==> config.mk <==
export PLATFORM = sky130hd
export DESIGN_NAME = tiger_sbox_arb
export DESIGN_NICKNAME = d
export VERILOG_FILES = /design/src/rtl/tiger_sbox_arb_pkg.sv /design/src/rtl/tiger_lat_pipe.sv /design/src/rtl/tiger_sbox_arb.sv
export SDC_FILE = /design/constraint.sdc
export NUM_CORES = 1
export LEC_CHECK = 0
export ABC_CLOCK_PERIOD_IN_PS = 1450
export BUFFER_PORTS_ARGS = -buffer_cell sky130_fd_sc_hd__buf_2
export CAP_MARGIN = 20
export CORE_AREA = 2 2 214 216
export DETAILED_ROUTE_END_ITERATION = 12
export DIE_AREA = 0 0 216 218
export GPL_ROUTABILITY_DRIVEN = 0
export PLACE_DENSITY = 0.46
export SLEW_MARGIN = 20
export SYNTH_ARGS = -nofsm -noshare
export SYNTH_HDL_FRONTEND = slang
export SYNTH_SLANG_ARGS = --single-unit
==> constraint.sdc <==
create_clock -name i_clk -period 1.45 [get_ports i_clk]
set_clock_uncertainty 0.1 [all_clocks]
set_input_delay 0.0725 -clock i_clk [delete_from_list [all_inputs] [get_ports i_clk]]
set_output_delay 0.0725 -clock i_clk [all_outputs]
set_load 0.03 [all_outputs]
==> src/rtl/tiger_sbox_arb_pkg.sv <==
// Shared types for the Tiger S-box arbiter: FSM states, lookup tags, byte lanes.
// Latency: n/a (declarations only).
// Backpressure: n/a.
package tiger_sbox_arb_pkg;

  typedef enum logic [2:0] {
    S_IDLE       = 3'd0,
    S_ISSUE_EVEN = 3'd1,
    S_ISSUE_ODD  = 3'd2,
    S_WAIT       = 3'd3,
    S_RESP       = 3'd4
  } state_t;

  // Tags travel alongside the ROM reads so the result lands in the right half.
  localparam logic [1:0] TAG_NONE = 2'd0;
  localparam logic [1:0] TAG_EVEN = 2'd1;
  localparam logic [1:0] TAG_ODD  = 2'd2;

  // Byte lanes of the c word, cK = c[8K+7:8K].
  localparam int LANE_C0 = 0;
  localparam int LANE_C1 = 1;
  localparam int LANE_C2 = 2;
  localparam int LANE_C3 = 3;
  localparam int LANE_C4 = 4;
  localparam int LANE_C5 = 5;
  localparam int LANE_C6 = 6;
  localparam int LANE_C7 = 7;

  function automatic logic [7:0] lane(input logic [63:0] c, input int k);
    return c[8*k +: 8];
  endfunction

endpackage

==> src/rtl/tiger_lat_pipe.sv <==
// Tag shift register that tracks outstanding ROM reads.
// Latency: DEPTH cycles from i_tag to o_tag.
// Backpressure: none; shifts every cycle, sync active-low clear to TAG_NONE.
// Ports: i_clk, i_rst_n (sync, active-low), i_tag (2b tag in), o_tag (2b tag out).
module tiger_lat_pipe
  import tiger_sbox_arb_pkg::*;
#(
  parameter int DEPTH = 1
) (
  input  logic       i_clk,
  input  logic       i_rst_n,
  input  logic [1:0] i_tag,
  output logic [1:0] o_tag
);

  logic [1:0] stage_q [DEPTH];

  always_ff @(posedge i_clk) begin
    if (!i_rst_n) begin
      for (int i = 0; i < DEPTH; i++) stage_q[i] <= TAG_NONE;
    end else begin
      stage_q[0] <= i_tag;
      for (int i = 1; i < DEPTH; i++) stage_q[i] <= stage_q[i-1];
    end
  end

  assign o_tag = stage_q[DEPTH-1];

endmodule

==> src/rtl/tiger_sbox_arb.sv <==
// Shares four Tiger S-box ROMs between two round engines; per grant, does one round's 8 lookups.
// Latency: accept -> o_rsp_valid = ROM_LAT+3 cycles; one request per ROM_LAT+4 cycles at best.
// Backpressure: response held stable until i_rsp_ready[grant]; no new accept until it is taken.
// Ports: i_clk, i_rst_n (sync active-low); i_req_valid/o_req_ready[1:0], i_req_c0/c1 (64b c words);
//        o_rsp_valid/i_rsp_ready[1:0], o_rsp_even/o_rsp_odd (64b); o_tK_addr (8b) / i_tK_data (64b)
//        for ROMs T1..T4; o_busy.
module tiger_sbox_arb
  import tiger_sbox_arb_pkg::*;
#(
  parameter int DLY     = 1,
  parameter int ROM_LAT = 1
) (
  input  logic        i_clk,
  input  logic        i_rst_n,
  input  logic [1:0]  i_req_valid,
  input  logic [63:0] i_req_c0,
  input  logic [63:0] i_req_c1,
  output logic [1:0]  o_req_ready,
  output logic [1:0]  o_rsp_valid,
  input  logic [1:0]  i_rsp_ready,
  output logic [63:0] o_rsp_even,
  output logic [63:0] o_rsp_odd,
  output logic [7:0]  o_t1_addr,
  output logic [7:0]  o_t2_addr,
  output logic [7:0]  o_t3_addr,
  output logic [7:0]  o_t4_addr,
  input  logic [63:0] i_t1_data,
  input  logic [63:0] i_t2_data,
  input  logic [63:0] i_t3_data,
  input  logic [63:0] i_t4_data,
  output logic        o_busy
);

  if (ROM_LAT < 1 || ROM_LAT > 3) begin : g_bad_rom_lat
    $error("tiger_sbox_arb: ROM_LAT=%0d outside legal range 1..3", ROM_LAT);
  end

  // DLY is accepted so existing parents can keep setting it; this RTL inserts no delays.
  if (DLY < 0) begin : g_bad_dly
    $error("tiger_sbox_arb: DLY=%0d must not be negative", DLY);
  end

  state_t      state_q, state_d;
  logic        last_grant_q;
  logic        grant_q;
  logic        ready_en_q;   // keeps o_req_ready low in the first cycle out of reset
  logic [63:0] c_q;
  logic [63:0] even_q, odd_q;
  logic        gnt_sel;
  logic        accept;
  logic        rsp_done;
  logic [1:0]  tag_in, tag_out;
  logic [63:0] rom_xor;

  // Round-robin only matters when both ask; a lone requester always wins.
  always_comb begin
    gnt_sel = 1'b0;
    if (i_req_valid == 2'b11) gnt_sel = ~last_grant_q;
    else if (i_req_valid[1])  gnt_sel = 1'b1;
  end

  assign o_req_ready = (state_q == S_IDLE && ready_en_q && (|i_req_valid))
                       ? (2'b01 << gnt_sel) : 2'b00;
  // Ready is only raised towards a valid requester, so ready alone implies the handshake.
  assign accept   = |o_req_ready;
  assign rsp_done = (state_q == S_RESP) && i_rsp_ready[grant_q];
  assign rom_xor  = i_t1_data ^ i_t2_data ^ i_t3_data ^ i_t4_data;

  always_comb begin
    state_d   = state_q;
    tag_in    = TAG_NONE;
    o_t1_addr = 8'h00;
    o_t2_addr = 8'h00;
    o_t3_addr = 8'h00;
    o_t4_addr = 8'h00;
    case (state_q)
      S_IDLE: begin
        if (accept) state_d = S_ISSUE_EVEN;
      end
      S_ISSUE_EVEN: begin
        o_t1_addr = lane(c_q, LANE_C0);
        o_t2_addr = lane(c_q, LANE_C2);
        o_t3_addr = lane(c_q, LANE_C4);
        o_t4_addr = lane(c_q, LANE_C6);
        tag_in    = TAG_EVEN;
        state_d   = S_ISSUE_ODD;
      end
      S_ISSUE_ODD: begin
        // Odd half walks the ROMs in reverse: T1 takes c7, T4 takes c1.
        o_t1_addr = lane(c_q, LANE_C7);
        o_t2_addr = lane(c_q, LANE_C5);
        o_t3_addr = lane(c_q, LANE_C3);
        o_t4_addr = lane(c_q, LANE_C1);
        tag_in    = TAG_ODD;
        state_d   = S_WAIT;
      end
      S_WAIT: begin
        if (tag_out == TAG_ODD) state_d = S_RESP;
      end
      S_RESP: begin
        if (rsp_done) state_d = S_IDLE;
      end
      default: state_d = S_IDLE;
    endcase
  end

  tiger_lat_pipe #(.DEPTH(ROM_LAT)) u_lat_pipe (
    .i_clk   (i_clk),
    .i_rst_n (i_rst_n),
    .i_tag   (tag_in),
    .o_tag   (tag_out)
  );

  always_ff @(posedge i_clk) begin
    if (!i_rst_n) begin
      state_q      <= S_IDLE;
      last_grant_q <= 1'b1;
      grant_q      <= 1'b0;
      ready_en_q   <= 1'b0;
      c_q          <= '0;
      even_q       <= '0;
      odd_q        <= '0;
    end else begin
      state_q    <= state_d;
      ready_en_q <= 1'b1;
      if (accept) begin
        c_q          <= gnt_sel ? i_req_c1 : i_req_c0;
        grant_q      <= gnt_sel;
        last_grant_q <= gnt_sel;
      end
      if (tag_out == TAG_EVEN) even_q <= rom_xor;
      if (tag_out == TAG_ODD)  odd_q  <= rom_xor;
    end
  end

  assign o_rsp_valid = (state_q == S_RESP) ? (2'b01 << grant_q) : 2'b00;
  assign o_rsp_even  = even_q;
  assign o_rsp_odd   = odd_q;
  assign o_busy      = (state_q != S_IDLE);

endmodule

==> flow_summary.json, run 1 <==
{
  "status": "finished, violations left",
  "violations": "negative hold slack, negative setup slack",
  "final.setup.tns_ns": -26.91,
  "hold_viol": 9,
  "synthTopCellsByCount": "200 x dfxtp_1, 194 x a21oi_1, 192 x xnor2_1",
  "finalNetCount": 2365,
  "cp.required_ns": 1.28,
  "layout_setup_ws_ns": -0.480,
  "cts_tree": "built",
  "fp.dieW_um": 216,
  "timing.fmax_mhz": 518,
  "critPathLaunchType": "register",
  "synth.top_cell.area_share": 0.433,
  "yosysSeqAreaShare": 0.433,
  "rows": 78,
  "crit_type": "reg2out",
  "grt_max_degree": 90,
  "clk_latency_ns": 0.46,
  "cp_slowest_cell": "dfxtp_2",
  "setup_viol": 102,
  "dr.pass1.iters": 5,
  "end_kind": "primary output",
  "p_per_area_nw_per_um2": 971,
  "synth_area_um2": 9250,
  "vdd_ir_drop_max_uv": 647,
  "finalWirelength_mm": 47.0,
  "syn_inst": 1064,
  "ys_types": 33,
  "numCtsBuffers": 17,
  "remaining_drc_errors": 0,
  "grt_pass1_wl_mm": 67.4,
  "grt_usage": 0.185,
  "die_h_um": 218,
  "io_buffers": 554,
  "grt_setup_unrepaired": "yes",
  "yosysTopAreaCell": "dfxtp_1",
  "syn2layout_area_growth_pct": 100,
  "worst_ep_arrival_time_ns": 1.76,
  "syn_nets": 1454,
  "vias_per_cell": 4.55,
  "min_period_over_period": 1.33,
  "critPathMaxFanout": 23,
  "synth_flop_cell": "dfxtp_1",
  "ant_nets": 0,
  "holdWs_ns": -0.0574,
  "drtIter0Drc": 600,
  "grt.overflow.total": 0,
  "slew_headroom": 0.670,
  "cts.sinks": 200,
  "dieArea_um2": 47100,
  "core_um2": 44900,
  "ys.warnings.count": 0,
  "synthTopCellsByArea": "dfxtp_1 43%, xnor2_1 18%, a21oi_1 11%, o21ai_0 7.0%, a311oi_1 6.1%",
  "drive_above_1_share": 0.386,
  "grt_antenna_before_repair": 0,
  "slew_viol_final": 0,
  "cap_viol_max_count": 0,
  "start_util": 0.206,
  "wl_per_cell_um": 18.2,
  "period_minus_slack_ns": 1.93,
  "htreeDepth": 4,
  "min_path_type": "in2reg",
  "syn_avg_cell_area_um2": 8.69,
  "grt_pass1_vias": 12100,
  "io_pins": 555,
  "synth_edf_count": 0,
  "leakage_nw": 8.07,
  "clkSlewWorstSetupHoldPaths_ns": 0.08,
  "worst_slew_pin_slew_ns": 0.491,
  "synth.most_common_cell": "dfxtp_1",
  "path_cells": "buf_4 -> nor3b_4 -> buf_12 -> a22o_2 -> buf_6",
  "dr_total_vias": 11800,
  "dp_hpwl_mm": 27.2,
  "critPathMaxStageDelay_ns": 0.35,
  "async_flop_share": 0,
  "synth.ff_latch_count": 200,
  "clk_path_buf_depth": 2,
  "clockRootBuffer": "clkbuf_16"
}
## through the flow
stage                     std cells  utilization  total power, mW  cell area, µm²  worst slack, ns
after floorplan                1064            -             9.19            9320          -0.0404
after global placement         2161        0.289             11.0           13000          -0.0885
after detailed placement       2161        0.289             11.1           13000           -0.195
after CTS                      2582        0.401             17.9           18000           -0.547
after global routing           2587        0.412             18.8           18500           -0.563
final                          2588        0.412             18.0           18500           -0.480
## kinds of logic after synthesis
family          Yosys count  share of synthesized area
simple gates            150                     0.0683
mux                       1                    0.00108
flops                   200                      0.433
buf+inv                  95                     0.0443
xor+xnor                192                      0.182
compound gates          426                      0.271
## report_power, final
group	total, mW	switching, mW	internal, mW
logic	6.73	3.47	3.25
clock network	4.92	2.37	2.56
registers	6.32	0.305	6.02
total	18.0	6.15	11.8
## cell usage in the layout (no fill, tap or decap), types with 19 or more instances in the layout
master | synthesis | routed
a22o_2 | 0 | 19
dfxtp_1 | 200 | 196
buf_2 | 21 | 516
a21oi_1 | 194 | 179
dlygate4sd3_1 | 0 | 355
clkbuf_16 | 0 | 19
buf_6 | 3 | 45
buf_4 | 1 | 23
a311oi_2 | 0 | 24
buf_12 | 0 | 25
o21ai_0 | 130 | 128
nand2_1 | 130 | 129
a311oi_1 | 64 | 40
xnor2_1 | 192 | 176
## critical path: cells and delay by family (launching register included)
kind / cells / cell delay, ns
AOI/OAI and AO/OA: 1 / 0.19
buffers and inverters: 3 / 0.50
DFF: 1 / 0.35
and+or+nand+nor: 1 / 0.23
## per-layer routing
metal	vias up	part of all wire	global-route usage	wire [µm]
met5	-	0	0	0
met4	0	0.046	0.0950	2150
met3	133	0.062	0.0410	2920
met2	577	0.51	0.337	23900
met1	5492	0.39	0.202	18100
li1	5569	-	-	-
## state kept, by name, indices dropped and copies added (netlist names)
register / cells
c_q: 64
o_rsp_even: 64
o_rsp_odd: 64
state_q: 3
u_lat_pipe.stage_q: 2
grant_q: 1
last_grant_q: 1
ready_en_q: 1
## path summary, 6_finish.rpt
| check | cells past startpoint | endpoint | slack [ns] | startpoint |
|---|---|---|---|---|
| min | 4 | o_rsp_odd[23] | -0.06 | i_t2_data[23] |
| min reg2reg | 2 | c_q[4] | 0.41 | c_q[4] |
| max | 5 | o_t1_addr[7] | -0.48 | state_q[0] |
| max reg2reg | 9 | c_q[47] | -0.22 | state_q[1] |
## cell type report
class / count / area, µm²
tap: 600 / 751
antenna: 1 / 2.50
timing repair buffer: 984 / 7800
fill: 4312 / 26400
inverter: 3 / 13.8
sequential: 200 / 4010
clock inverter: 14 / 150
clock buffer: 17 / 425
multi-input combinational: 769 / 5360
## timing repair
item | in CTS | in global routing
gates cloned | 14 | 3
hold buffers | 355 | 21
buffers inserted | 21 | 8
endpoints found under the setup margin | 97 | 155
resized for setup | 102 | 103
endpoints found under the hold margin | 186 | 24
pin swaps | 35 | 43
Power figures use the tool's default switching activity.
==> inputs of run 2 (changes only) <==
SETUP_SLACK_MARGIN = 0.4   (was not set)
==> flow_summary.json, run 2 (same netlist as run 1, synthesis figures left out) <==
{
  "r2r_start": "state_q[0]",
  "grt_antenna_before_repair": 0,
  "grt.overflow.total": 0,
  "finalWirelength_mm": 52.8,
  "crit_start": "state_q[0]",
  "vdd_ir_drop_max_uv": 862,
  "clockRootBuffer": "clkbuf_16",
  "cp.required_ns": 1.28,
  "clk_path_buf_depth": 2,
  "pwr-share-clk": 0.259,
  "worst_ep_arrival_time_ns": 1.73,
  "layout_commonest_cell": "buf_2",
  "grt_pass1_vias": 12600,
  "status": "finished, violations left",
  "placed_area_um2": 13600,
  "crit_type": "reg2out",
  "drive_above_1_share": 0.500,
  "io_buffers": 554,
  "setup_viol": 108,
  "finalNetCount": 2484,
  "worst_slew_pin_slew_ns": 0.659,
  "grt_usage": 0.200,
  "seq_area_um2": 4050,
  "die_h_um": 218,
  "final_area_um2": 21200,
  "cts_tree": "built",
  "period_minus_slack_ns": 1.90,
  "layout_common_cells": "500 x buf_2, 357 x dlygate4sd3_1, 192 x xnor2_1",
  "io_pins": 555,
  "critPathMaxFanout": 6,
  "end_kind": "primary output",
  "min_period_over_period": 1.31,
  "slew_headroom": 0.561,
  "clk_latency_ns": 0.47,
  "grt_max_degree": 76,
  "dieArea_um2": 47100,
  "slew_viol_final": 0,
  "power_mw": 19.5,
  "wl_per_cell_um": 19.5,
  "remaining_drc_errors": 0,
  "switching_power_mw": 6.90,
  "dr_total_vias": 12400,
  "fp.dieW_um": 216,
  "ant_nets": 0,
  "numCtsBuffers": 17,
  "hold_viol": 0,
  "pwr-share-seq": 0.330,
  "violations": "negative setup slack",
  "internal_power_mw": 12.6,
  "syn2layout_area_growth_pct": 129,
  "cap_viol_max_count": 0,
  "fill_cells": 4081,
  "cts.sinks": 200,
  "combinationalPowerShare": 0.411,
  "swShare": 0.354,
  "core_um2": 44900,
  "grt_pass1_wl_mm": 72.5,
  "htreeDepth": 4,
  "drtIter0Drc": 727,
  "start_util": 0.206,
  "timing.fmax_mhz": 527,
  "dr.pass1.iters": 5,
  "multiInputGateArea_um2": 6080,
  "dp_hpwl_mm": 29.4,
  "hp-start": "i_t3_data[3]",
  "p_per_area_nw_per_um2": 922,
  "rows": 78,
  "vias_per_cell": 4.59,
  "grt_setup_unrepaired": "yes",
  "layout_setup_ws_ns": -0.448,
  "final.setup.tns_ns": -39.46,
  "min_path_type": "in2reg",
  "clkSlewWorstSetupHoldPaths_ns": 0.08,
  "critPathLaunchType": "register",
  "leakage_nw": 9.03
}
run 2: cell count changes in the layout (fill, tap and decap cells not counted), moves of 39 or more:
cell	before	now
o21ai_0	128	8
o21ai_2	0	80
a21oi_1	179	109
a21oi_2	15	85
buf_4	23	64
buf_6	45	84
run 2: final timing paths:
kind,endpoint,slack (ns),cells past startpoint
min reg2reg,last_grant_q,0.41,2
min,o_rsp_odd[3],0.03,4
max,o_t4_addr[5],-0.45,6
max reg2reg,c_q[51],-0.44,11
run 2: timing repair:
action / CTS / global route
gates resized for setup: 179 / 286
hold buffers: 358 / 0
buffers inserted: 38 / 43
pin swaps: 49 / 27
gates cloned: 25 / 21
setup endpoints to repair: 364 / 365
endpoints found under the hold margin: 184 / 0
run 2: metrics by stage:
| step | setup slack [ns] | instances | util | hold WS, ns |
|---|---|---|---|---|
| 6_report | -0.448 | 2708 | 0.471 | 0.0320 |
| 5_1_grt | -0.524 | 2707 | 0.471 | 0.0409 |
| 4_1_cts | -0.506 | 2643 | 0.433 | -0.00485 |
| 3_5_place_dp | -0.123 | 2190 | 0.304 | 0.247 |
| 3_3_place_gp | -0.0702 | 2190 | 0.304 | 0.240 |
| 2_1_floorplan | -0.0320 | 1064 | - | 0.000217 |
run 2: worst max-delay path, cell delays in order (launching register included):
cell and delay (ns):
dfxtp_4 0.36, buf_6 0.12, nor3b_4 0.19, buf_6 0.17, clkbuf_16 0.17, a22o_4 0.12
buf_6 0.12
run 2: metal layers:
| metal | track usage | wire [µm] | up-vias |
|---|---|---|---|
| met5 | 0 | 0 | - |
| met4 | 0.102 | 2310 | 0 |
| met3 | 0.0494 | 3230 | 110 |
| met2 | 0.365 | 27100 | 537 |
| met1 | 0.215 | 20100 | 5934 |
| li1 | - | - | 5842 |
run 2: final cells by class:
| class | count | share of cell area |
|---|---|---|
| Antenna cell | 1 | 0.000118 |
| Clock buffer | 18 | 0.0203 |
| Clock inverter | 14 | 0.00822 |
| Inverter | 3 | 0.000769 |
| Multi-Input combinational cell | 769 | 0.287 |
| Sequential cell | 200 | 0.192 |
| Tap cell | 600 | 0.0355 |
| Timing Repair Buffer | 1103 | 0.456 |
run 2: power groups by stage:
stage / clock, mW / sequential (mW) / combinational [mW]
detailed placement: 0 / 6.48 / 5.08
floorplan: 0 / 6.99 / 2.65
CTS: 5.18 / 6.37 / 7.02
finish: 5.05 / 6.44 / 8.01
global placement: 0 / 6.49 / 5.05
global route: 5.42 / 6.50 / 8.42
